--- src/rtl/hamming_pkg.sv ---
// Shared SECDED Hamming(8,4) definitions: bit map and encode function.
// Imported by both the transmit encoder and the receive decoder.
package hamming_pkg;

    localparam int unsigned DATA_W = 4;
    localparam int unsigned CODE_W = 8;

    // Data bit positions inside the codeword
    localparam int unsigned P_D0 = 2;
    localparam int unsigned P_D1 = 4;
    localparam int unsigned P_D2 = 5;
    localparam int unsigned P_D3 = 6;

    // Parity bit positions; P_ALL makes total parity even
    localparam int unsigned P_P0  = 0;
    localparam int unsigned P_P1  = 1;
    localparam int unsigned P_P3  = 3;
    localparam int unsigned P_ALL = 7;

    function automatic logic [CODE_W-1:0] hamming_encode(input logic [DATA_W-1:0] d);
        logic [CODE_W-1:0] c;
        c          = '0;
        c[P_D3]    = d[3];
        c[P_D2]    = d[2];
        c[P_D1]    = d[1];
        c[P_D0]    = d[0];
        c[P_P3]    = c[P_D3] ^ c[P_D2] ^ c[P_D1];
        c[P_P1]    = c[P_D3] ^ c[P_D2] ^ c[P_D0];
        c[P_P0]    = c[P_D3] ^ c[P_D1] ^ c[P_D0];
        c[P_ALL]   = ^c[CODE_W-2:0];
        return c;
    endfunction

endpackage

--- src/rtl/hamming_encoder_tx_if.sv ---
// Data-in and codeword-out handshakes of the Hamming encoder.
// HAMMING_ERR_INJECT_EN adds the inj_en/inj_mask fault-injection controls.
interface hamming_encoder_tx_if;
    import hamming_pkg::*;

    logic              in_valid;
    logic              in_ready;
    logic [DATA_W-1:0] data_in;
    logic              out_valid;
    logic              out_ready;
    logic [CODE_W-1:0] code_out;
`ifdef HAMMING_ERR_INJECT_EN
    logic              inj_en;
    logic [CODE_W-1:0] inj_mask;
`endif

    // Encoder side
    modport slave (
        input  in_valid, data_in, out_ready,
`ifdef HAMMING_ERR_INJECT_EN
        input  inj_en, inj_mask,
`endif
        output in_ready, out_valid, code_out
    );

    // Producer / consumer side
    modport master (
        output in_valid, data_in, out_ready,
`ifdef HAMMING_ERR_INJECT_EN
        output inj_en, inj_mask,
`endif
        input  in_ready, out_valid, code_out
    );

endinterface

--- src/rtl/hamming_fifo.sv ---
// Show-ahead synchronous FIFO with registered head data, valid, ready and level.
// Full/empty come from the level counter; pointers wrap naturally.
module hamming_fifo #(
    parameter int unsigned WIDTH = 8,
    parameter int unsigned DEPTH = 4
) (
    input  logic                       clk,
    input  logic                       rst_n,
    input  logic                       push_i,
    input  logic [WIDTH-1:0]           wdata_i,
    input  logic                       pop_i,
    output logic [WIDTH-1:0]           rdata_o,
    output logic                       valid_o,
    output logic                       ready_o,
    output logic [$clog2(DEPTH):0]     level_o
);

    localparam int unsigned PTR_W = $clog2(DEPTH);
    localparam int unsigned LVL_W = PTR_W + 1;

    logic [WIDTH-1:0] mem_q [DEPTH];
    logic [PTR_W-1:0] wr_ptr_q, wr_ptr_d;
    logic [PTR_W-1:0] rd_ptr_q, rd_ptr_d;
    logic [LVL_W-1:0] level_q, level_d;
    logic [WIDTH-1:0] rdata_q, rdata_d;
    logic             valid_q, valid_d;
    logic             ready_q, ready_d;
    logic             push, pop;

    // Next pointers/level, plus the head word as it will look after this edge
    always_comb begin
        push     = push_i && ready_q;
        pop      = pop_i && valid_q;
        wr_ptr_d = wr_ptr_q;
        rd_ptr_d = rd_ptr_q;
        level_d  = level_q;
        rdata_d  = '0;
        if (push) wr_ptr_d = wr_ptr_q + PTR_W'(1);
        if (pop)  rd_ptr_d = rd_ptr_q + PTR_W'(1);
        case ({push, pop})
            2'b10:   level_d = level_q + LVL_W'(1);
            2'b01:   level_d = level_q - LVL_W'(1);
            default: level_d = level_q;
        endcase
        valid_d = (level_d != '0);
        ready_d = (level_d != LVL_W'(DEPTH));
        // The new head is the word being written now when it lands at rd_ptr_d
        if (!valid_d)
            rdata_d = '0;
        else if (push && (wr_ptr_q == rd_ptr_d))
            rdata_d = wdata_i;
        else
            rdata_d = mem_q[rd_ptr_d];
    end

    always_ff @(posedge clk or negedge rst_n) begin
        if (!rst_n) begin
            wr_ptr_q <= '0;
            rd_ptr_q <= '0;
            level_q  <= '0;
            rdata_q  <= '0;
            valid_q  <= 1'b0;
            ready_q  <= 1'b0;
        end else begin
            wr_ptr_q <= wr_ptr_d;
            rd_ptr_q <= rd_ptr_d;
            level_q  <= level_d;
            rdata_q  <= rdata_d;
            valid_q  <= valid_d;
            ready_q  <= ready_d;
        end
    end

    // Storage needs no reset; only entries behind valid pointers are read
    always_ff @(posedge clk) begin
        if (push) mem_q[wr_ptr_q] <= wdata_i;
    end

    assign rdata_o = rdata_q;
    assign valid_o = valid_q;
    assign ready_o = ready_q;
    assign level_o = level_q;

endmodule

--- src/rtl/hamming_encoder_tx.sv ---
// Transmit-side SECDED Hamming(8,4) encoder with codeword FIFO and delivery counter.
// Define HAMMING_ERR_INJECT_EN to XOR inj_mask into codewords accepted with inj_en=1.
module hamming_encoder_tx
    import hamming_pkg::*;
#(
    parameter int unsigned FIFO_DEPTH = 4,
    parameter int unsigned CNT_W      = 16
) (
    input  logic                          clk,
    input  logic                          rstn,
    hamming_encoder_tx_if.slave           bus,
    output logic [$clog2(FIFO_DEPTH):0]   fifo_level,
    output logic [CNT_W-1:0]              word_count
);

    localparam int unsigned LVL_W = $clog2(FIFO_DEPTH) + 1;

    logic [CODE_W-1:0] code_c;
    logic [CODE_W-1:0] wdata_c;
    logic [CODE_W-1:0] head;
    logic              head_valid;
    logic              fifo_ready;
    logic [LVL_W-1:0]  level;
    logic [CNT_W-1:0]  count_q, count_d;

    assign code_c = hamming_encode(bus.data_in);

`ifdef HAMMING_ERR_INJECT_EN
    assign wdata_c = bus.inj_en ? (code_c ^ bus.inj_mask) : code_c;
`else
    assign wdata_c = code_c;
`endif

    hamming_fifo #(
        .WIDTH (CODE_W),
        .DEPTH (FIFO_DEPTH)
    ) u_fifo (
        .clk     (clk),
        .rst_n   (rstn),
        .push_i  (bus.in_valid),
        .wdata_i (wdata_c),
        .pop_i   (bus.out_ready),
        .rdata_o (head),
        .valid_o (head_valid),
        .ready_o (fifo_ready),
        .level_o (level)
    );

    // Delivered-word counter, wraps from all-ones to zero
    always_comb begin
        count_d = count_q;
        if (head_valid && bus.out_ready) count_d = count_q + CNT_W'(1);
    end

    always_ff @(posedge clk or negedge rstn) begin
        if (!rstn) count_q <= '0;
        else       count_q <= count_d;
    end

    assign bus.in_ready  = fifo_ready;
    assign bus.out_valid = head_valid;
    assign bus.code_out  = head;
    assign fifo_level    = level;
    assign word_count    = count_q;

endmodule

--- src/flat_wrapper.sv ---
// flat-port wrapper written by rule: the top's interface ports become plain ports
module hamming_encoder_tx_flat import hamming_pkg::*;
#(
    parameter int unsigned FIFO_DEPTH = 4,
    parameter int unsigned CNT_W      = 16
)
  (clk, rstn, fifo_level, word_count, bus_in_valid, bus_data_in, bus_out_ready, bus_in_ready, bus_out_valid, bus_code_out);
  hamming_encoder_tx_if bus_i ();
  input  logic clk;
  input  logic rstn;
  output logic [$clog2(FIFO_DEPTH):0] fifo_level;
  output logic [CNT_W-1:0] word_count;
  input wire logic [$bits(bus_i.in_valid)-1:0] bus_in_valid;
  input wire logic [$bits(bus_i.data_in)-1:0] bus_data_in;
  input wire logic [$bits(bus_i.out_ready)-1:0] bus_out_ready;
  output wire logic [$bits(bus_i.in_ready)-1:0] bus_in_ready;
  output wire logic [$bits(bus_i.out_valid)-1:0] bus_out_valid;
  output wire logic [$bits(bus_i.code_out)-1:0] bus_code_out;
  assign bus_i.in_valid = bus_in_valid;
  assign bus_i.data_in = bus_data_in;
  assign bus_i.out_ready = bus_out_ready;
  assign bus_in_ready = bus_i.in_ready;
  assign bus_out_valid = bus_i.out_valid;
  assign bus_code_out = bus_i.code_out;
  hamming_encoder_tx #(.FIFO_DEPTH(FIFO_DEPTH), .CNT_W(CNT_W)) u_core (.clk(clk), .rstn(rstn), .bus(bus_i), .fifo_level(fifo_level), .word_count(word_count));
endmodule
--- config.mk ---
export PLATFORM = sky130hd
export DESIGN_NAME = hamming_encoder_tx_flat
export DESIGN_NICKNAME = d
export VERILOG_FILES = /design/src/rtl/hamming_pkg.sv /design/src/rtl/hamming_encoder_tx_if.sv /design/src/rtl/hamming_fifo.sv /design/src/rtl/hamming_encoder_tx.sv /design/src/flat_wrapper.sv
export SDC_FILE = /design/constraint.sdc
export NUM_CORES = 1
export LEC_CHECK = 0
export ABC_CLOCK_PERIOD_IN_PS = 2450
export BUFFER_PORTS_ARGS = -buffer_cell sky130_fd_sc_hd__clkbuf_2
export CORE_AREA = 5 5 85 87
export DETAILED_ROUTE_END_ITERATION = 7
export DIE_AREA = 0 0 90 92
export PLACE_DENSITY = 0.62
export SETUP_SLACK_MARGIN = 0.15
export SYNTH_ARGS = -nofsm -noshare
export SYNTH_HDL_FRONTEND = slang
export SYNTH_SLANG_ARGS = --single-unit
--- constraint.sdc ---
create_clock -name clk -period 2.45 [get_ports clk]
set_input_delay 0.1225 -clock clk [delete_from_list [all_inputs] [get_ports clk]]
set_output_delay 0.1225 -clock clk [all_outputs]
set_load 0.01 [all_outputs]
# After elaboration in Yosys (flattened, before gate mapping)

Memory sizes are Yosys's and may differ from the RTL's.
Index checks and enable logic that the tools add are counted.

Mux-type cells: 6
Eq/ne operators: 4
Reduce and logical (&&, ||, !) cells: 5
Bitwise operators: 5
Add/subtract/negate cells: 5

Operators with widths:

| kind                  | count |
|---|---|
| $add 16x1->16 const B | 1 |
| $mux 8                | 2 |
| $reduce_xor 7->1      | 1 |
| $pmux 3 s2            | 1 |
| $xor 1x1->1           | 5 |
| $add 2x1->2 const B   | 2 |
| $add 3x1->3 const B   | 1 |
| $logic_and 1x1->1     | 3 |
| $ne 3x3->1 const B    | 1 |
| $reduce_bool 3->1     | 1 |
| $sub 3x1->3 const B   | 1 |
| $eq 2x1->1 const B    | 1 |
| $eq 2x2->1            | 1 |
| $eq 2x2->1 const B    | 1 |
| $mux 1                | 2 |
| $mux 2                | 1 |

Bits in registers: 33
Bits in writable memories: 32
Input port bits: 8
Output and inout bits: 29
Word-level logic and storage cells: 33
Memories: 1

Memory list:

| memory              | words | width | read ports | clocked after Yosys merged registers in | wr ports | RTL line           | RTL |
|---|---|---|---|---|---|---|---|
| u_core.u_fifo.mem_q | 4     | 8     | 1          | 0                                       | 1        | hamming_fifo.sv:21 | `logic [WIDTH-1:0] mem_q [DEPTH];` |

# Longest topological paths before layout

Depth in word-level cells: 6
Gate-level depth with buffers: 10
Depth with buffers taken out: 9

# Hierarchy

From an unflattened synthesis, not the netlist that was laid out.

Cell total of the unflattened synthesis: 197
Area total of the unflattened synthesis: 2856.5 um2

By module, submodules not included:

| module             | cells each | sequential area each (um2) | times used | area each (um2) |
|---|---|---|---|---|
| hamming_fifo       | 130        | 1386.3                     | 1          | 2088.3 |
| hamming_encoder_tx | 67         | 400.4                      | 1          | 768.2 |

# Worst setup path after synthesis

No wires, ideal clock.

Path kind: flip-flop to flip-flop
Start: register u_core.u_fifo.ready_q (netlist: u_core.u_fifo.ready_o)
End: register u_core.u_fifo.rdata_q[0] (netlist: u_core.u_fifo.rdata_o[0])
Data required time: 2.320 ns
Clock period less this slack: 2.125 ns
Setup slack: 0.325 ns
Buffers on the path: 1
Data arrival time: 1.995 ns
Setup time: 0.130 ns
Cell stages (with the launch flop): 10
Cell sequence: dfrtp_1 > nand2_1 > ha_1 > fa_1 > xnor2_1 > nor2_1 > xor2_1 > nor2b_1 > clkbuf_1 > nor2_1

Cells in the longest elaborated chain, start to end: 5
Elaborated cells on any way between the ends: 8
Classes of those cells: eq/ne: 2; mux: 3; reduce/logical: 3

RTL lines:

| element                                         | RTL line           | RTL |
|---|---|---|
| start, declared                                 | hamming_fifo.sv:27 | `logic ready_q, ready_d;` |
| start signal, assigned                          | hamming_fifo.sv:70 | `ready_q <= ready_d;` |
| $logic_and 1x1->1 *                             | hamming_fifo.sv:32 | `push = push_i && ready_q;` |
| $eq 2x1->1 / $eq 2x2->1 (equally long branches) | hamming_fifo.sv:40 | `case ({push, pop})` |
| $pmux 3 s2 *                                    | hamming_fifo.sv:40 |  |
| via u_core.u_fifo.level_d[2]                    | hamming_fifo.sv:24 | `logic [LVL_W-1:0] level_q, level_d;` |
| $reduce_bool 3->1 *                             | hamming_fifo.sv:45 | `valid_d = (level_d != '0);` |
| $mux 8 *                                        | hamming_fifo.sv:48 | `if (!valid_d)` |
| via u_core.u_fifo.rdata_d[0]                    | hamming_fifo.sv:25 | `logic [WIDTH-1:0] rdata_q, rdata_d;` |
| end signal, assigned                            | hamming_fifo.sv:68 | `rdata_q <= rdata_d;` |
| end, declared                                   | hamming_fifo.sv:25 |  |

The timed path passes the listed nets; every way through them passes the cells marked *.
A chain may end at the register's enable or synchronous reset.

# Final worst setup path

Start: register u_core.u_fifo.valid_q (netlist: u_core.u_fifo.valid_o)
End: register u_core.u_fifo.rdata_q[2] (netlist: u_core.u_fifo.rdata_o[2])

Elaborated cells on any way between the ends: 11
Classes of those cells: eq/ne: 3; mux: 4; reduce/logical: 3; memory: 1

RTL lines:

| element                                         | RTL line           | RTL |
|---|---|---|
| start, declared                                 | hamming_fifo.sv:26 | `logic valid_q, valid_d;` |
| start signal, assigned                          | hamming_fifo.sv:69 | `valid_q <= valid_d;` |
| $logic_and 1x1->1 *                             | hamming_fifo.sv:33 | `pop = pop_i && valid_q;` |
| $eq 2x1->1 / $eq 2x2->1 (equally long branches) | hamming_fifo.sv:40 |  |
| $pmux 3 s2 *                                    | hamming_fifo.sv:40 |  |
| via u_core.u_fifo.level_d[2]                    | hamming_fifo.sv:24 |  |
| $reduce_bool 3->1 *                             | hamming_fifo.sv:45 |  |
| $mux 8 *                                        | hamming_fifo.sv:48 |  |
| via u_core.u_fifo.rdata_d[2]                    | hamming_fifo.sv:25 |  |

Marked as above.

==> summary.md <==
| Metric | Value |
|---|---|
| HPWL Detailed | `3.24 mm` |
| Core region area | `6280 um^2` |
| Die H | `92 um` |
| #FFs+latches synth | `65` |
| Area leader, netlist | `edfxtp_1` |
| Die W | `90 um` |
| CP Launch Point | `u_core.u_fifo.valid_o` |
| Sequential power share | `0.438` |
| Setup TNS | `0 ns` |
| First-pass GRT wire length | `7.94 mm` |
| Setup repair bufs after CTS | `0` |
| Routability Congestion | `0.752` |
| Worst hold start | `bus_data_in[1]` |
| CP Class | `register to register` |
| Proportion of layout cells with a drive suffix above 1 | `0.259` |
| Vias/cell | `5.00` |
| Syn-to-layout area delta | `17.5%` |
| Final hold violations | `0` |
| Global route overflow | `0` |
| R2r endpoint | `u_core.u_fifo.rdata_o[2]` |
| Worst setup endpoint | `u_core.u_fifo.rdata_o[2]` |
| Total Routing Usage GR | `0.124` |
| Diode count | `0` |
| Register area share after synthesis | `0.644` |
| Post-CTS sizing | `0` |
| First drt pass iteration count | `4` |
| Fin crit share | `0.872` |
| Comb pwr share | `0.343` |
| Fin cells | `309` |
| Pint | `2.56 mW` |
| Initial Utilization | `0.442` |
| Count of cell types in the netlist | `27` |
| Worst reg2reg path depth | `10` |
| HP Class | `input pin to register` |
| Ys flop type | `dfrtp_1` |
| Dpl cells | `292` |
| Pwr Total | `3.82 mW` |
| Initial antenna violation count | `0` |
| Syn Inst Count | `177` |
| CTS tree | `done` |
| Routed Antenna Nets | `0` |
| Hold slack | `0.0847 ns` |
| Worst skew pair latency | `0.33 ns` |
| CTS Root Buffer Type | `clkbuf_8` |
| Die ar. | `8280 um^2` |
| Peak VDD IR | `609 uV` |
| Fmax | `468 MHz` |
| Synth top area share | `0.346` |
| Worst R2R Start | `u_core.u_fifo.valid_o` |
| Clock Tree Buf Depth | `2` |
| Clock sinks | `65` |
| Final WL | `4.80 mm` |
| RSZ-0062 raised after global routing | `no` |
| Setup Viol. Count Final | `0` |
| FF-to-FF setup slack | `0.31 ns` |
| Rows | `29` |
| Top-count cell post-synth | `dfrtp_1` |
| Vias | `1545` |
| Number of global-route vias before repair | `1549` |
| MaxCap Viol Count | `0` |
| CP endpoint kind | `register` |
| WL/cell | `15.5 um` |
| TritonCTS buffer count | `9` |
| Pre-CTS setup slack | `0.304 ns` |
| LEAKAGE | `1.42 nW` |
| Worst-path maximum fanout | `9` |
| Syn. warnings | `0` |
| Final max-slew violation count | `0` |
| Worst Skew | `0.00914 ns` |
| Post-route minimum period | `2.14 ns` |
| Top post-synthesis cells by area | `edfxtp_1 35%, dfrtp_1 30%, mux4_1 7.6%` |
| # IOs | `37` |
| DRC viols | `0` |
| Power density cells | `1170 nW/um^2` |
| CTS Hold Bufs | `1` |
| Final net count | `242` |
| Switching share of power | `0.330` |
| EDFF count, synth | `32` |
| NetSw | `1.26 mW` |
| Worst-Margin Slew | `0.849 ns` |
| Critical Path RT | `2.70 ns` |
| CTS HTree Levels | `3` |
| Clock power frac | `0.219` |
| Post-synth top cells | `33 x dfrtp_1, 32 x edfxtp_1, 21 x xnor2_1` |
| DRT iter0 DRCs | `66` |
| Slew HR | `0.434` |
| Post-route setup slack | `0.314 ns` |
| Syn avg cell area | `15.7 um^2` |
| Worst-path clk slew | `0.07 ns` |
| Largest net degree at the start of global routing | `34` |
| Outcome | `complete, no violations` |
| Async S/R FF share, synth | `0.508` |
| PortBufs | `36` |
| Fill cells | `522` |
| Arr. time, crit path | `2.39 ns` |
| Synth Cell Area | `2780 um^2` |
| Net Count, Synth | `192` |
| CP Launch Type | `register` |
==> worst max-delay path, stage by stage, from the launching register on <==
cell	delay, ns
dfrtp_1	0.41
nand2_4	0.12
inv_2	0.08
ha_1	0.22
fa_1	0.38
xnor2_1	0.13
nor2_1	0.11
xor2_1	0.24
nor2b_1	0.08
buf_4	0.18
nor2_1	0.11
==> power groups by stage <==
| stage | sequential [mW] | clock (mW) | combinational, mW |
|---|---|---|---|
| 6_report | 1.68 | 0.836 | 1.31 |
| 5_1_grt | 1.72 | 0.914 | 1.46 |
| 4_1_cts | 1.68 | 0.867 | 1.34 |
| 3_5_place_dp | 1.70 | 0 | 1.33 |
| 3_3_place_gp | 1.69 | 0 | 1.31 |
| 2_1_floorplan | 1.73 | 0 | 0.852 |
==> stage by stage <==
stage / instance area [um^2] / util
global placement: 3070 / 0.489
global route: 3260 / 0.520
CTS: 3260 / 0.520
detailed placement: 3070 / 0.489
floorplan: 2780 / -
finish: 3260 / 0.520
==> layout by cell type, fill, tap and decap left out, drive strengths merged <==
cell         count
clkbuf          48
dfrtp           33
edfxtp          32
xnor2           23
nor2            15
nand2           13
nand3            8
mux4             8
mux2i            8
and3             6
ha               6
xor2             6
nand4            4
inv              4
buf              3
mux2             2
and4             2
clkinv           2
nor2b            1
nor4             1
nor3             1
o311ai           1
or3              1
fa               1
clkinvlp         1
bufinv           1
dlygate4sd3      1
==> cell families after synthesis <==
kind of cell / share of synthesized area
AO/OA/AOI/OAI: 0.00947
XOR/XNOR: 0.0996
adder cells (fa/ha/maj): 0.0343
buffers and inverters: 0.00676
flip-flops: 0.644
multiplexers: 0.113
AND/OR/NAND/NOR: 0.0933
==> area by class of cell <==
class	count	area, um^2	share of cell area
Clock buffer	12	135	0.0414
Sequential cell	65	1790	0.548
Inverter	4	15.0	0.00460
Timing Repair Buffer	40	213	0.0652
Multi-Input combinational cell	107	970	0.297
Clock inverter	4	46.3	0.0142
Tap cell	77	96.3	0.0295
==> metal layers <==
layer  GRT usage  up-vias  share of wire
li1            -      749              -
met1       0.152      748           0.45
met2       0.201       44           0.48
met3      0.0483        4          0.061
met4      0.0447        0         0.0071
met5           0        -              0
==> worst min path at each step <==
| stage | to | cells after the start |
|---|---|---|
| after floorplan | u_core.u_fifo.level_o[0] | 0 |
| after global placement | u_core.word_count[3] | 1 |
| after detailed placement | u_core.word_count[4] | 1 |
| after CTS | u_core.u_fifo.mem_q[1][4] | 1 |
| after global routing | u_core.u_fifo.mem_q[1][4] | 1 |
| final | u_core.u_fifo.mem_q[1][4] | 1 |
==> flip-flops by register name, indices dropped and copies added, names as in the netlist <==
name	count
u_core.u_fifo.mem_q	32
u_core.u_fifo.rd_ptr_q	2
u_core.u_fifo.rdata_o	8
u_core.u_fifo.valid_o	1
u_core.u_fifo.wr_ptr_q	2
u_core.u_fifo.level_o	3
u_core.word_count	16
u_core.u_fifo.ready_o	1
Power figures use the tool's default switching activity.
